## config.mk

```make
export PLATFORM = sky130hd
export DESIGN_NAME = exc_ctrl_flat
export DESIGN_NICKNAME = d
export VERILOG_FILES = /design/src/rtl/exc_pkg.sv /design/src/rtl/exc_ctrl_if.sv /design/src/rtl/exc_prio_enc.sv /design/src/rtl/exc_ctrl.sv /design/src/flat_wrapper.sv
export SDC_FILE = /design/constraint.sdc
export NUM_CORES = 1
export LEC_CHECK = 0
export ABC_AREA = 1
export CAP_MARGIN = 20
export CORE_UTILIZATION = 40
export CTS_CLUSTER_SIZE = 24
export DETAILED_ROUTE_END_ITERATION = 10
export PLACE_DENSITY = 0.71
export REMOVE_ABC_BUFFERS = 1
export SLEW_MARGIN = 20
export SYNTH_ARGS = -nofsm -noshare
export SYNTH_HDL_FRONTEND = slang
export SYNTH_HIERARCHICAL = 1
export SYNTH_SLANG_ARGS = --single-unit
export TNS_END_PERCENT = 50
```

## constraint.sdc

```tcl
create_clock -name clk -period 1.7 [get_ports clk]
set_clock_uncertainty 0.05 [all_clocks]
set_input_delay 0.17 -clock clk [delete_from_list [all_inputs] [get_ports clk]]
set_output_delay 0.17 -clock clk [all_outputs]
set_load 0.05 [all_outputs]
```

## src/rtl/exc_pkg.sv

```systemverilog
// exc_pkg: shared state encoding and cause codes for the exception sequencer
package exc_pkg;
  typedef enum logic [2:0] {IDLE, TAKE, FLUSH, HANDLER, RETURN} exc_state_e;
  localparam logic [7:0] CAUSE_OVF = 8'h01;
  localparam logic [7:0] CAUSE_TRAP = 8'h02;
  localparam logic [7:0] CAUSE_IRQ_BASE = 8'h10;
  localparam int DF_BIT = 7;
endpackage

```

## src/rtl/exc_ctrl_if.sv

```systemverilog
// exc_ctrl_if: pipeline-side event inputs and control outputs of the exception sequencer
interface exc_ctrl_if #(parameter int NUM_IRQ = 4);
  logic [NUM_IRQ-1:0] irq, mask_din, irq_ack;
  logic trap, overflow, eret, stall, mask_wr;
  logic exception, flush, pc_sel_vec, pc_sel_iar, in_handler;
  logic [31:0] vector;
  logic [7:0] cause;
  modport master (
    output irq, trap, overflow, eret, stall, mask_wr, mask_din,
    input exception, flush, pc_sel_vec, pc_sel_iar, vector, cause, in_handler, irq_ack
  );
  modport slave (
    input irq, trap, overflow, eret, stall, mask_wr, mask_din,
    output exception, flush, pc_sel_vec, pc_sel_iar, vector, cause, in_handler, irq_ack
  );
endinterface

```

## src/rtl/exc_prio_enc.sv

```systemverilog
// exc_prio_enc: fixed-priority pick of {overflow, trap, irq[0..N-1]}, lowest irq index wins
module exc_prio_enc import exc_pkg::*; #(
  parameter int NUM_IRQ = 4
) (
  input  logic [NUM_IRQ+1:0] pend,
  output logic               valid,
  output logic [7:0]         cause,
  output logic [NUM_IRQ-1:0] ack
);
  always_comb begin
    valid = |pend;
    cause = 8'h00;
    ack = '0;
    for (int i = NUM_IRQ - 1; i >= 0; i--)
      if (pend[i]) begin
        cause = CAUSE_IRQ_BASE + 8'(i);
        ack = NUM_IRQ'(1) << i;
      end
    if (pend[NUM_IRQ]) begin
      cause = CAUSE_TRAP;
      ack = '0;
    end
    if (pend[NUM_IRQ+1]) begin
      cause = CAUSE_OVF;
      ack = '0;
    end
  end
endmodule

```

## src/rtl/exc_ctrl.sv

```systemverilog
// exc_ctrl: exception/interrupt sequencer (take, flush, vector, handler, return)
// Optional EXC_IRQ_LATCH_EN: per-line rising-edge irq pending flops cleared by irq_ack.
module exc_ctrl import exc_pkg::*; #(
  parameter int          NUM_IRQ      = 4,
  parameter int          FLUSH_CYCLES = 2,
  parameter logic [31:0] VEC_ADDR     = 32'h0000_8000
) (
  input logic       clk,
  input logic       reset,
  exc_ctrl_if.slave bus
);
  localparam logic [2:0] CNT_INIT = 3'(FLUSH_CYCLES - 1);
  exc_state_e state;
  logic [2:0] cnt;
  logic [NUM_IRQ-1:0] mask, irq_src, enc_ack;
  logic [7:0] enc_cause;
  logic enc_valid;
`ifdef EXC_IRQ_LATCH_EN
  logic [NUM_IRQ-1:0] irq_d, irq_pend;
  always_ff @(posedge clk or negedge reset)
    if (!reset) begin
      irq_d <= '0;
      irq_pend <= '0;
    end else begin
      irq_d <= bus.irq;
      irq_pend <= (irq_pend & ~bus.irq_ack) | (bus.irq & ~irq_d);
    end
  assign irq_src = irq_pend;
`else
  assign irq_src = bus.irq;
`endif
  exc_prio_enc #(.NUM_IRQ(NUM_IRQ)) u_enc (
    .pend ({bus.overflow, bus.trap, irq_src & mask}),
    .valid(enc_valid),
    .cause(enc_cause),
    .ack  (enc_ack)
  );
  assign bus.vector = VEC_ADDR;
  // outputs are set on the transition into the state that owns them
  always_ff @(posedge clk or negedge reset)
    if (!reset) begin
      state <= IDLE;
      mask <= '1;
      cnt <= '0;
      bus.cause <= '0;
      bus.irq_ack <= '0;
      bus.exception <= 1'b0;
      bus.flush <= 1'b0;
      bus.pc_sel_vec <= 1'b0;
      bus.pc_sel_iar <= 1'b0;
      bus.in_handler <= 1'b0;
    end else begin
      if (bus.mask_wr) mask <= bus.mask_din;
      bus.exception <= 1'b0;
      bus.irq_ack <= '0;
      bus.pc_sel_vec <= 1'b0;
      bus.pc_sel_iar <= 1'b0;
      case (state)
        IDLE: if (enc_valid && !bus.stall) begin
          state <= TAKE;
          bus.cause <= enc_cause;
          bus.irq_ack <= enc_ack;
          bus.exception <= 1'b1;
          bus.flush <= 1'b1;
        end
        TAKE: begin
          state <= FLUSH;
          cnt <= CNT_INIT;
          bus.pc_sel_vec <= (CNT_INIT == 3'd0);
        end
        FLUSH: if (cnt == 3'd0) begin
          state <= HANDLER;
          bus.flush <= 1'b0;
          bus.in_handler <= 1'b1;
        end else begin
          cnt <= cnt - 3'd1;
          bus.pc_sel_vec <= (cnt == 3'd1);
        end
        HANDLER: begin
          if (bus.trap || bus.overflow) bus.cause[DF_BIT] <= 1'b1;
          if (bus.eret) begin
            state <= RETURN;
            bus.in_handler <= 1'b0;
            bus.pc_sel_iar <= 1'b1;
            bus.flush <= 1'b1;
          end
        end
        default: begin
          state <= IDLE;
          bus.flush <= 1'b0;
        end
      endcase
    end
endmodule

```

## src/flat_wrapper.sv

```systemverilog
// flat-port wrapper written by rule: the top's interface ports become plain ports
module exc_ctrl_flat import exc_pkg::*;
#(
  parameter int          NUM_IRQ      = 4,
  parameter int          FLUSH_CYCLES = 2,
  parameter logic [31:0] VEC_ADDR     = 32'h0000_8000
)
  (clk, reset, bus_irq, bus_trap, bus_overflow, bus_eret, bus_stall, bus_mask_wr, bus_mask_din, bus_exception, bus_flush, bus_pc_sel_vec, bus_pc_sel_iar, bus_vector, bus_cause, bus_in_handler, bus_irq_ack);
  exc_ctrl_if #(.NUM_IRQ(NUM_IRQ)) bus_i ();
  input logic clk;
  input logic reset;
  input wire logic [$bits(bus_i.irq)-1:0] bus_irq;
  input wire logic [$bits(bus_i.trap)-1:0] bus_trap;
  input wire logic [$bits(bus_i.overflow)-1:0] bus_overflow;
  input wire logic [$bits(bus_i.eret)-1:0] bus_eret;
  input wire logic [$bits(bus_i.stall)-1:0] bus_stall;
  input wire logic [$bits(bus_i.mask_wr)-1:0] bus_mask_wr;
  input wire logic [$bits(bus_i.mask_din)-1:0] bus_mask_din;
  output wire logic [$bits(bus_i.exception)-1:0] bus_exception;
  output wire logic [$bits(bus_i.flush)-1:0] bus_flush;
  output wire logic [$bits(bus_i.pc_sel_vec)-1:0] bus_pc_sel_vec;
  output wire logic [$bits(bus_i.pc_sel_iar)-1:0] bus_pc_sel_iar;
  output wire logic [$bits(bus_i.vector)-1:0] bus_vector;
  output wire logic [$bits(bus_i.cause)-1:0] bus_cause;
  output wire logic [$bits(bus_i.in_handler)-1:0] bus_in_handler;
  output wire logic [$bits(bus_i.irq_ack)-1:0] bus_irq_ack;
  assign bus_i.irq = bus_irq;
  assign bus_i.trap = bus_trap;
  assign bus_i.overflow = bus_overflow;
  assign bus_i.eret = bus_eret;
  assign bus_i.stall = bus_stall;
  assign bus_i.mask_wr = bus_mask_wr;
  assign bus_i.mask_din = bus_mask_din;
  assign bus_exception = bus_i.exception;
  assign bus_flush = bus_i.flush;
  assign bus_pc_sel_vec = bus_i.pc_sel_vec;
  assign bus_pc_sel_iar = bus_i.pc_sel_iar;
  assign bus_vector = bus_i.vector;
  assign bus_cause = bus_i.cause;
  assign bus_in_handler = bus_i.in_handler;
  assign bus_irq_ack = bus_i.irq_ack;
  exc_ctrl #(.NUM_IRQ(NUM_IRQ), .FLUSH_CYCLES(FLUSH_CYCLES), .VEC_ADDR(VEC_ADDR)) u_core (.clk(clk), .reset(reset), .bus(bus_i));
endmodule
```

==> flow_metrics.py, run 1 <==
metrics = {
    "clock_tree": {
        "cts_tree": "yes",
        "post-cts-setup-buffers": 0,
        "clockBufferDepth": 2,
        "numCtsBuffers": 3,
        "clkSlewWorstSetupHoldPaths_ns": 0.09,
        "root_buffer": "clkbuf_8",
        "cts_sinks": 27,
        "htree_levels": 1,
        "insertion_delay_ns": 0.27,
    },
    "floorplan": {
        "die_h_um": 65.6,
        "dieArea_sq_um": 4300,
        "rows": 22,
        "die_x_um": 65.6,
        "start_util_pct": 42.9,
        "core_sq_um": 3770,
        "ios": 64,
    },
    "synth": {
        "synth-compound-area-share_pct": 3.25,
        "yosys.area_share.simple_pct": 25.5,
        "syn_area_sq_um": 1620,
        "ys_async_sr_fraction_pct": 100,
        "synth_fa_ha_area_share_pct": 2.32,
        "synth_xor_area_share_pct": 0.542,
        "synth-edff-count": 0,
        "synth-main-ff-cell": "dfrtp_1",
        "synth_cell_type_count": 26,
        "synth_top_family_by_area": "simple AND/OR/NAND/NOR gates",
        "ys_warn_count": 6,
        "synth_area_per_cell_sq_um": 8.42,
        "yosysSeqAreaShare_pct": 42.1,
        "synth-seq-cells": 27,
        "synthCells": 192,
        "synthMuxAreaShare_pct": 2.79,
    },
    "setup_path": {
        "crit_type": "reg2out",
        "cp_cell_sequence": "clkdlybuf4s50_1",
        "crit_family": "buffers and inverters",
        "crit_path_max_fanout": 1,
        "cp.arrival_ns": 1.41,
        "critPathLaunchType": "flip-flop",
        "cp-startpoint": "u_core/bus.irq_ack[3]",
        "cp.required_ns": 1.48,
        "slowest_stage": "clkdlybuf4s50_1",
        "reg2reg_from": "u_core/mask[2]",
        "crit_buf_inv": 1,
        "max_stage_delay_ns": 0.80,
        "rrSetupSlack_ns": 0.17,
        "end_kind": "output port",
    },
    "timing": {
        "final_max_slew_viol_count": 0,
        "max_freq_ghz": 0.615,
        "setup_tns_ns": 0,
        "min_period_ns": 1.63,
        "post-route-period-util_pct": 95.6,
        "finalSetupViolCount": 0,
        "rsz0062_at_grt": "no",
        "finalHoldViolCount": 0,
        "whs_ns": 0.222,
    },
    "power": {
        "vdd_drop_max_uv": 1090,
        "p_leak_nw": 1.04,
        "powerDensity_nw_per_um2": 1600,
    },
    "layout": {
        "drive_above_1_share_pct": 22.6,
        "finish.utilization_pct": 50.1,
        "final_cell_mix": "nand2_1, conb_1, dfrtp_1",
        "syn_to_final_growth_pct": 16.9,
        "final_common_cell": "nand2_1",
        "fillers": 364,
        "nNetsFinal": 249,
        "diodes": 0,
    },
    "job": {
        "maxCapViolations": 0,
    },
    "drt": {
        "vias_per_cell": 4.06,
        "firstDrtPassIters": 4,
        "drtIter0Drc": 31,
        "dr_total_vias": 1128,
        "wl_per_cell_um": 9.26,
        "drc_errors": 0,
        "ant_nets": 0,
        "finalWirelength_um": 2570,
    },
    "worst_hold_path": {
        "hp-class": "in2async",
    },
    "grt": {
        "grt_pass1_vias": 1014,
        "grt_pass1_wl_um": 4300,
        "grt_overflow": 0,
        "antenna_found_initial": 0,
        "grt_max_degree": 28,
        "grt_usage_pct": 12.7,
    },
    "place": {
        "portBuffers": 31,
        "place_congestion": 0.770,
        "hpwl_um": 1960,
    },
    "run_status": {
        "status": "finished, final reports clean",
    },
}
-- what timing repair did --
action                                  CTS  global route
resized for setup                         0             2
hold buffers                              0             0
endpoints found under the setup margin    0             4
-- sequential cells by signal, summed over array words and instances (netlist names) --
| name | cells |
|---|---|
| u_core/bus.cause | 8 |
| u_core/bus.irq_ack | 4 |
| u_core/mask | 4 |
| u_core/cnt | 3 |
| u_core/state | 3 |
| u_core/bus.exception | 1 |
| u_core/bus.flush | 1 |
| u_core/bus.in_handler | 1 |
| u_core/bus.pc_sel_iar | 1 |
| u_core/bus.pc_sel_vec | 1 |
-- cell type report --
class | instances | area (sq um) | share of cell area [%]
Multi-Input combinational cell | 139 | 706 | 37.4
Sequential cell | 27 | 681 | 36.0
Timing Repair Buffer | 36 | 308 | 16.3
Inverter | 24 | 90.1 | 4.77
Tap cell | 48 | 60.1 | 3.18
Clock buffer | 4 | 45.0 | 2.38
-- path summary, 6_finish.rpt --
| path | end | cells past startpoint |
|---|---|---|
| max | bus_irq_ack[3] | 1 |
| min | u_core/bus.cause[7] | 2 |
| max reg2reg | u_core/bus.cause[4] | 12 |
| min reg2reg | u_core/bus.cause[7] | 2 |
| max in group asynchronous | u_core/mask[0] | 2 |
| min in group clk | u_core/state[2] | 3 |
-- synthesized netlist by cell type, types with 3 or more instances --
library cell | n | area share (%)
o21ai_0 | 4 | 1.2
nand2_1 | 55 | 13
ha_1 | 3 | 2.3
inv_2 | 4 | 0.93
mux2_2 | 4 | 2.8
conb_1 | 3 | 0.70
nor2_4 | 4 | 2.8
buf_4 | 37 | 17
dfrtp_1 | 23 | 36
dfstp_2 | 4 | 6.5
nor2_1 | 13 | 3.0
inv_1 | 20 | 4.6
-- kinds of logic after synthesis --
| family | Yosys count |
|---|---|
| adders and majority gates | 3 |
| other | 3 |
| and+or+nand+nor | 84 |
| muxes | 4 |
| buffers and inverters | 61 |
| xor gates and xnor gates | 1 |
| AOI/OAI and AO/OA | 9 |
| DFF | 27 |
-- metal layers --
metal | wire, um | part of all wire (%) | vias to the layer above | global-route usage (%)
met5 | 0 | 0 | - | 0
met3 | 137 | 5.3 | 0 | 3.30
li1 | - | - | 582 | -
met2 | 1340 | 52 | 40 | 22.6
met1 | 1100 | 43 | 506 | 16.1
met4 | 0 | 0 | 0 | 0.815
-- power by group --
part           internal (W)  switching [W]
clock network      0.000168       0.000187
registers          0.000850       0.000128
logic              0.000499        0.00120
total               0.00152        0.00152
-- stage by stage --
step | total power, W | area, sq um | setup slack [ns] | instances
after floorplan | 0.00224 | 1470 | 0.176 | 189
after detailed placement | 0.00267 | 1830 | 0.00751 | 273
after global routing | 0.00327 | 1890 | 0.00413 | 278
after global placement | 0.00265 | 1830 | 0.0221 | 273
final | 0.00303 | 1890 | 0.0746 | 278
after CTS | 0.00305 | 1880 | 0.0579 | 277
Note: power is estimated with default switching activity, not from simulation.
==> inputs of run 2 (changes only) <==
Settings changed: SLEW_MARGIN 20 to not set.
Clock period 1.7 ns to 1.75 ns, I/O delays scaled along.
==> run 2 against run 1 <==
Non-clock buffer count fell by 1. Clock-buffer cell count fell by 1. Routed wire length fell by 2.0%. Cell count fell by 0.72%. Die area did not move. Largest power group unchanged. First-iteration DRC count fell by 42%. Combinational power fell by 4%. Clock power fell by 2%. Highest routed layer is now met4.
==> flow_metrics.py, run 2 (same netlist as run 1, synthesis figures left out) <==
metrics = {
    "grt": {
        "grt_pass1_vias": 1019,
        "grt_usage_pct": 13.2,
        "grt_overflow": 0,
        "grt_pass1_wl_um": 4370,
        "grt_max_degree": 28,
        "antenna_found_initial": 0,
    },
    "setup_path": {
        "crit_family": "buffers and inverters",
        "max_stage_delay_ns": 0.81,
        "crit_buf_inv": 1,
        "crit_type": "reg2out",
        "crit_cells": 1,
        "crit_path_max_fanout": 2,
        "critPathLaunchType": "flip-flop",
        "slowest_stage": "clkdlybuf4s50_1",
        "end_kind": "output port",
        "r2r_cells": 12,
        "cp.required_ns": 1.52,
        "cp.arrival_ns": 1.45,
        "cp_cell_sequence": "clkdlybuf4s50_1",
    },
    "timing": {
        "tightest_slew_ns": 0.500,
        "final_max_slew_viol_count": 0,
        "max_freq_ghz": 0.595,
        "finalHoldViolCount": 0,
        "setup_tns_ns": 0,
        "whs_ns": 0.221,
        "min_period_ns": 1.68,
        "finalSetupViolCount": 0,
        "post-route-period-util_pct": 96.0,
        "setup_slack_ns": 0.0706,
        "rsz0062_at_grt": "no",
        "slew-limit-headroom_pct": 66.5,
    },
    "floorplan": {
        "dieArea_sq_um": 4300,
        "ios": 64,
        "start_util_pct": 42.9,
        "rows": 22,
        "die_h_um": 65.6,
        "core_sq_um": 3770,
        "die_x_um": 65.6,
    },
    "drt": {
        "wl_per_cell_um": 9.13,
        "firstDrtPassIters": 4,
        "drc_errors": 0,
        "ant_nets": 0,
        "drtIter0Drc": 18,
        "finalWirelength_um": 2520,
        "dr_total_vias": 1121,
        "vias_per_cell": 4.06,
    },
    "layout": {
        "final_cell_mix": "nand2_1, conb_1, clkdlybuf4s50_1",
        "finish.utilization_pct": 50.5,
        "syn_to_final_growth_pct": 17.7,
        "reg_top3": "u_core/bus.cause (8), u_core/bus.irq_ack (4), u_core/mask (4)",
        "final_common_cell": "nand2_1",
        "drive_above_1_share_pct": 17.1,
        "largest-register": "u_core/bus.cause",
        "diodes": 0,
        "nNetsFinal": 247,
        "largest_reg_flops": 8,
    },
    "place": {
        "portBuffers": 31,
        "pre_cts_slack_ns": 0.0285,
        "place_congestion": 0.773,
        "hpwl_um": 2020,
    },
    "worst_hold_path": {
        "hp-class": "in2async",
    },
    "clock_tree": {
        "clockBufferDepth": 2,
        "root_buffer": "clkbuf_8",
        "htree_levels": 1,
        "clkSlewWorstSetupHoldPaths_ns": 0.09,
        "post_cts_resize_count": 0,
        "holdBufCountCts": 0,
        "cts_tree": "yes",
        "cts_sinks": 27,
        "numCtsBuffers": 3,
        "insertion_delay_ns": 0.27,
        "post-cts-setup-buffers": 0,
    },
    "power": {
        "powerDensity_nw_per_um2": 1550,
        "finalPower_w": 0.00294,
        "p_leak_nw": 1.02,
        "vdd_drop_max_uv": 1040,
    },
    "job": {
        "maxCapViolations": 0,
    },
    "run_status": {
        "status": "finished, final reports clean",
    },
}
-- run 2: cell count changes in the layout (fill, tap and decap cells not counted) --
cell,change
inv_2,-2
clkinv_2,+1
clkdlybuf4s50_1,+11
clkbuf_1,-1
o21ai_0,+1
o21ai_1,-1
buf_4,-12
inv_1,+1
nand3_2,-1
inv_4,+1
-- run 2: cell type report --
cell class,count,area (sq um)
clock buffer,3,41.3
clock inverter,1,5.00
inverter,24,92.6
tap,48,60.1
fill,361,1870
multi-input combinational,138,696
sequential,27,681
timing repair buffer,35,328
-- run 2: path summary, 6_finish.rpt --
| check | from | to | slack, ns |
|---|---|---|---|
| hold reg to reg | u_core/bus.cause[4] | u_core/bus.cause[4] | 0.44 |
| min in group clk | u_core/bus.cause[4] | u_core/bus.cause[4] | 0.44 |
| hold / removal | reset | u_core/bus.pc_sel_vec | 0.22 |
| setup / recovery | u_core/bus.cause[1] | bus_cause[1] | 0.07 |
| max in group asynchronous | reset | u_core/mask[0] | 1.12 |
| setup reg to reg | u_core/mask[2] | u_core/bus.cause[0] | 0.18 |
-- run 2: metal layers --
metal | up-vias | part of all wire (%) | track usage [%]
met5 | - | 0 | 0
met4 | 0 | 0.83 | 3.26
met3 | 2 | 5.9 | 2.95
met2 | 43 | 51 | 23.3
met1 | 498 | 42 | 16.2
li1 | 578 | - | -
-- run 2: per-stage QoR --
step	cell area (sq um)	cells
6_report	1900	276
2_1_floorplan	1470	189
4_1_cts	1900	276
5_1_grt	1900	276
3_5_place_dp	1850	272
3_3_place_gp	1850	272
-- run 2: where the power goes --
group	leakage [nW]	internal [W]	switching, W
sequential	0.338	0.000825	0.000125
clock	0.0255	0.000159	0.000188
combinational	0.654	0.000501	0.00114
==> inputs of run 3 (changes only) <==
Settings changed: MAX_ROUTING_LAYER set to met4.
==> run 3 against run 2 <==
Sequential share of layout area unchanged. Combinational power hardly changed. Clock-buffer cell count stayed put. Final area stayed put. Core utilization did not move. First-iteration DRC count unchanged. Total power barely moved. Maximum frequency hardly changed. Die area stayed put. Non-clock buffer count unchanged. Sequential power is essentially flat. Via count did not move.
==> flow_metrics.py, run 3 (same netlist as run 1, synthesis figures left out) <==
metrics = {
    "run_status": {
        "status": "finished, final reports clean",
    },
    "place": {
        "hpwl_um": 2020,
        "pre_cts_slack_ns": 0.0285,
        "place_congestion": 0.784,
        "placed_cells": 272,
        "portBuffers": 31,
    },
    "clock_tree": {
        "cts_sinks": 27,
        "clockBufferDepth": 2,
        "insertion_delay_ns": 0.27,
        "post-cts-setup-buffers": 0,
        "root_buffer": "clkbuf_8",
        "numCtsBuffers": 3,
        "htree_levels": 1,
        "cts_tree": "yes",
        "clkSlewWorstSetupHoldPaths_ns": 0.09,
    },
    "setup_path": {
        "crit_buf_inv": 1,
        "critPathLaunchType": "flip-flop",
        "cp_cell_sequence": "clkdlybuf4s50_1",
        "cp.required_ns": 1.52,
        "max_stage_delay_ns": 0.81,
        "cp.arrival_ns": 1.45,
        "crit_family": "buffers and inverters",
        "slowest_stage": "clkdlybuf4s50_1",
        "r2r_cells": 12,
        "rrSetupSlack_ns": 0.18,
        "crit_type": "reg2out",
        "reg2reg_from": "u_core/mask[2]",
        "crit_path_max_fanout": 2,
        "regToRegEndpoint": "u_core/bus.cause[0]",
        "end_kind": "output port",
    },
    "timing": {
        "setup_tns_ns": 0,
        "max_freq_ghz": 0.596,
        "setup_slack_ns": 0.0708,
        "slew-limit-headroom_pct": 66.2,
        "min_period_ns": 1.68,
        "final_max_slew_viol_count": 0,
        "finalHoldViolCount": 0,
        "tightest_slew_ns": 0.506,
        "post-route-period-util_pct": 96.0,
        "whs_ns": 0.221,
        "finalSetupViolCount": 0,
        "rsz0062_at_grt": "no",
    },
    "layout": {
        "largest_reg_flops": 8,
        "drive_above_1_share_pct": 17.1,
        "multiInputGateArea_sq_um": 696,
        "stdcell_count": 276,
        "reg_top3": "u_core/bus.cause (8), u_core/bus.irq_ack (4), u_core/mask (4)",
        "diodes": 0,
        "fillers": 361,
        "seqCellArea_sq_um": 681,
        "final_common_cell": "nand2_1",
        "syn_to_final_growth_pct": 17.7,
        "nNetsFinal": 247,
        "largest-register": "u_core/bus.cause",
        "final_cell_mix": "nand2_1, conb_1, clkdlybuf4s50_1",
    },
    "drt": {
        "wl_per_cell_um": 9.13,
        "firstDrtPassIters": 4,
        "drtIter0Drc": 18,
        "ant_nets": 0,
        "vias_per_cell": 4.06,
        "finalWirelength_um": 2520,
        "drc_errors": 0,
        "dr_total_vias": 1121,
    },
    "grt": {
        "grt_overflow": 0,
        "grt_pass1_wl_um": 4370,
        "grt_pass1_vias": 1019,
        "grt_max_degree": 28,
        "antenna_found_initial": 0,
        "grt_usage_pct": 13.6,
    },
    "floorplan": {
        "die_x_um": 65.6,
        "die_h_um": 65.6,
        "ios": 64,
        "rows": 22,
        "core_sq_um": 3770,
        "start_util_pct": 42.9,
        "dieArea_sq_um": 4300,
    },
    "power": {
        "p_leak_nw": 1.02,
        "powerDensity_nw_per_um2": 1550,
        "vdd_drop_max_uv": 1040,
    },
    "worst_hold_path": {
        "hp-class": "in2async",
    },
    "job": {
        "maxCapViolations": 0,
    },
}
## run 3: cell counts in the layout (fill, tap and decap cells not counted)
No cell type changed its count.
## run 3: metal layers
layer / track usage, % / share of wire, % / vias up
li1: - / - / 578
met5: - / 0 / -
met2: 23.3 / 51 / 43
met3: 2.78 / 5.7 / 2
met1: 16.3 / 42 / 498
met4: 3.26 / 0.83 / 0
## run 3: worst max-delay path by stage
stage | from | endpoint | slack (ns) | cells after the start
after floorplan | u_core/mask[0] | u_core/bus.cause[0] | 0.23 | 12
after global routing | u_core/mask[2] | u_core/bus.cause[0] | 0.004 | 12
after CTS | u_core/bus.cause[1] | bus_cause[1] | 0.06 | 1
after global placement | bus_irq[3] | u_core/bus.cause[0] | 0.09 | 13
after detailed placement | bus_irq[3] | u_core/bus.cause[0] | 0.03 | 13
final | u_core/bus.cause[1] | bus_cause[1] | 0.07 | 1
## run 3: what timing repair did
action / CTS / global route
gates resized for setup: 0 / 1
endpoints found under the setup margin: 0 / 2
hold buffers: 0 / 0
## run 3: layout make-up
cell class              count  share of cell area, %
multi-input cells         138                   36.6
flip-flops and latches     27                   35.8
repair buffers             35                   17.2
inverters                  24                   4.87
well taps                  48                   3.16
clock buffers               3                   2.17
clock inverters             1                  0.263
## run 3: metrics by stage
step                      power (W)  area, sq um  util, %
after floorplan             0.00218         1470        -
after global placement      0.00258         1850     49.2
after detailed placement    0.00261         1850     49.2
after CTS                   0.00298         1900     50.4
after global routing        0.00316         1900     50.5
final                       0.00294         1900     50.5
## run 3: power by group
part | internal [W] | switching, W
Combinational | 0.000501 | 0.00114
Sequential | 0.000825 | 0.000125
Clock | 0.000159 | 0.000188
Total | 0.00149 | 0.00145
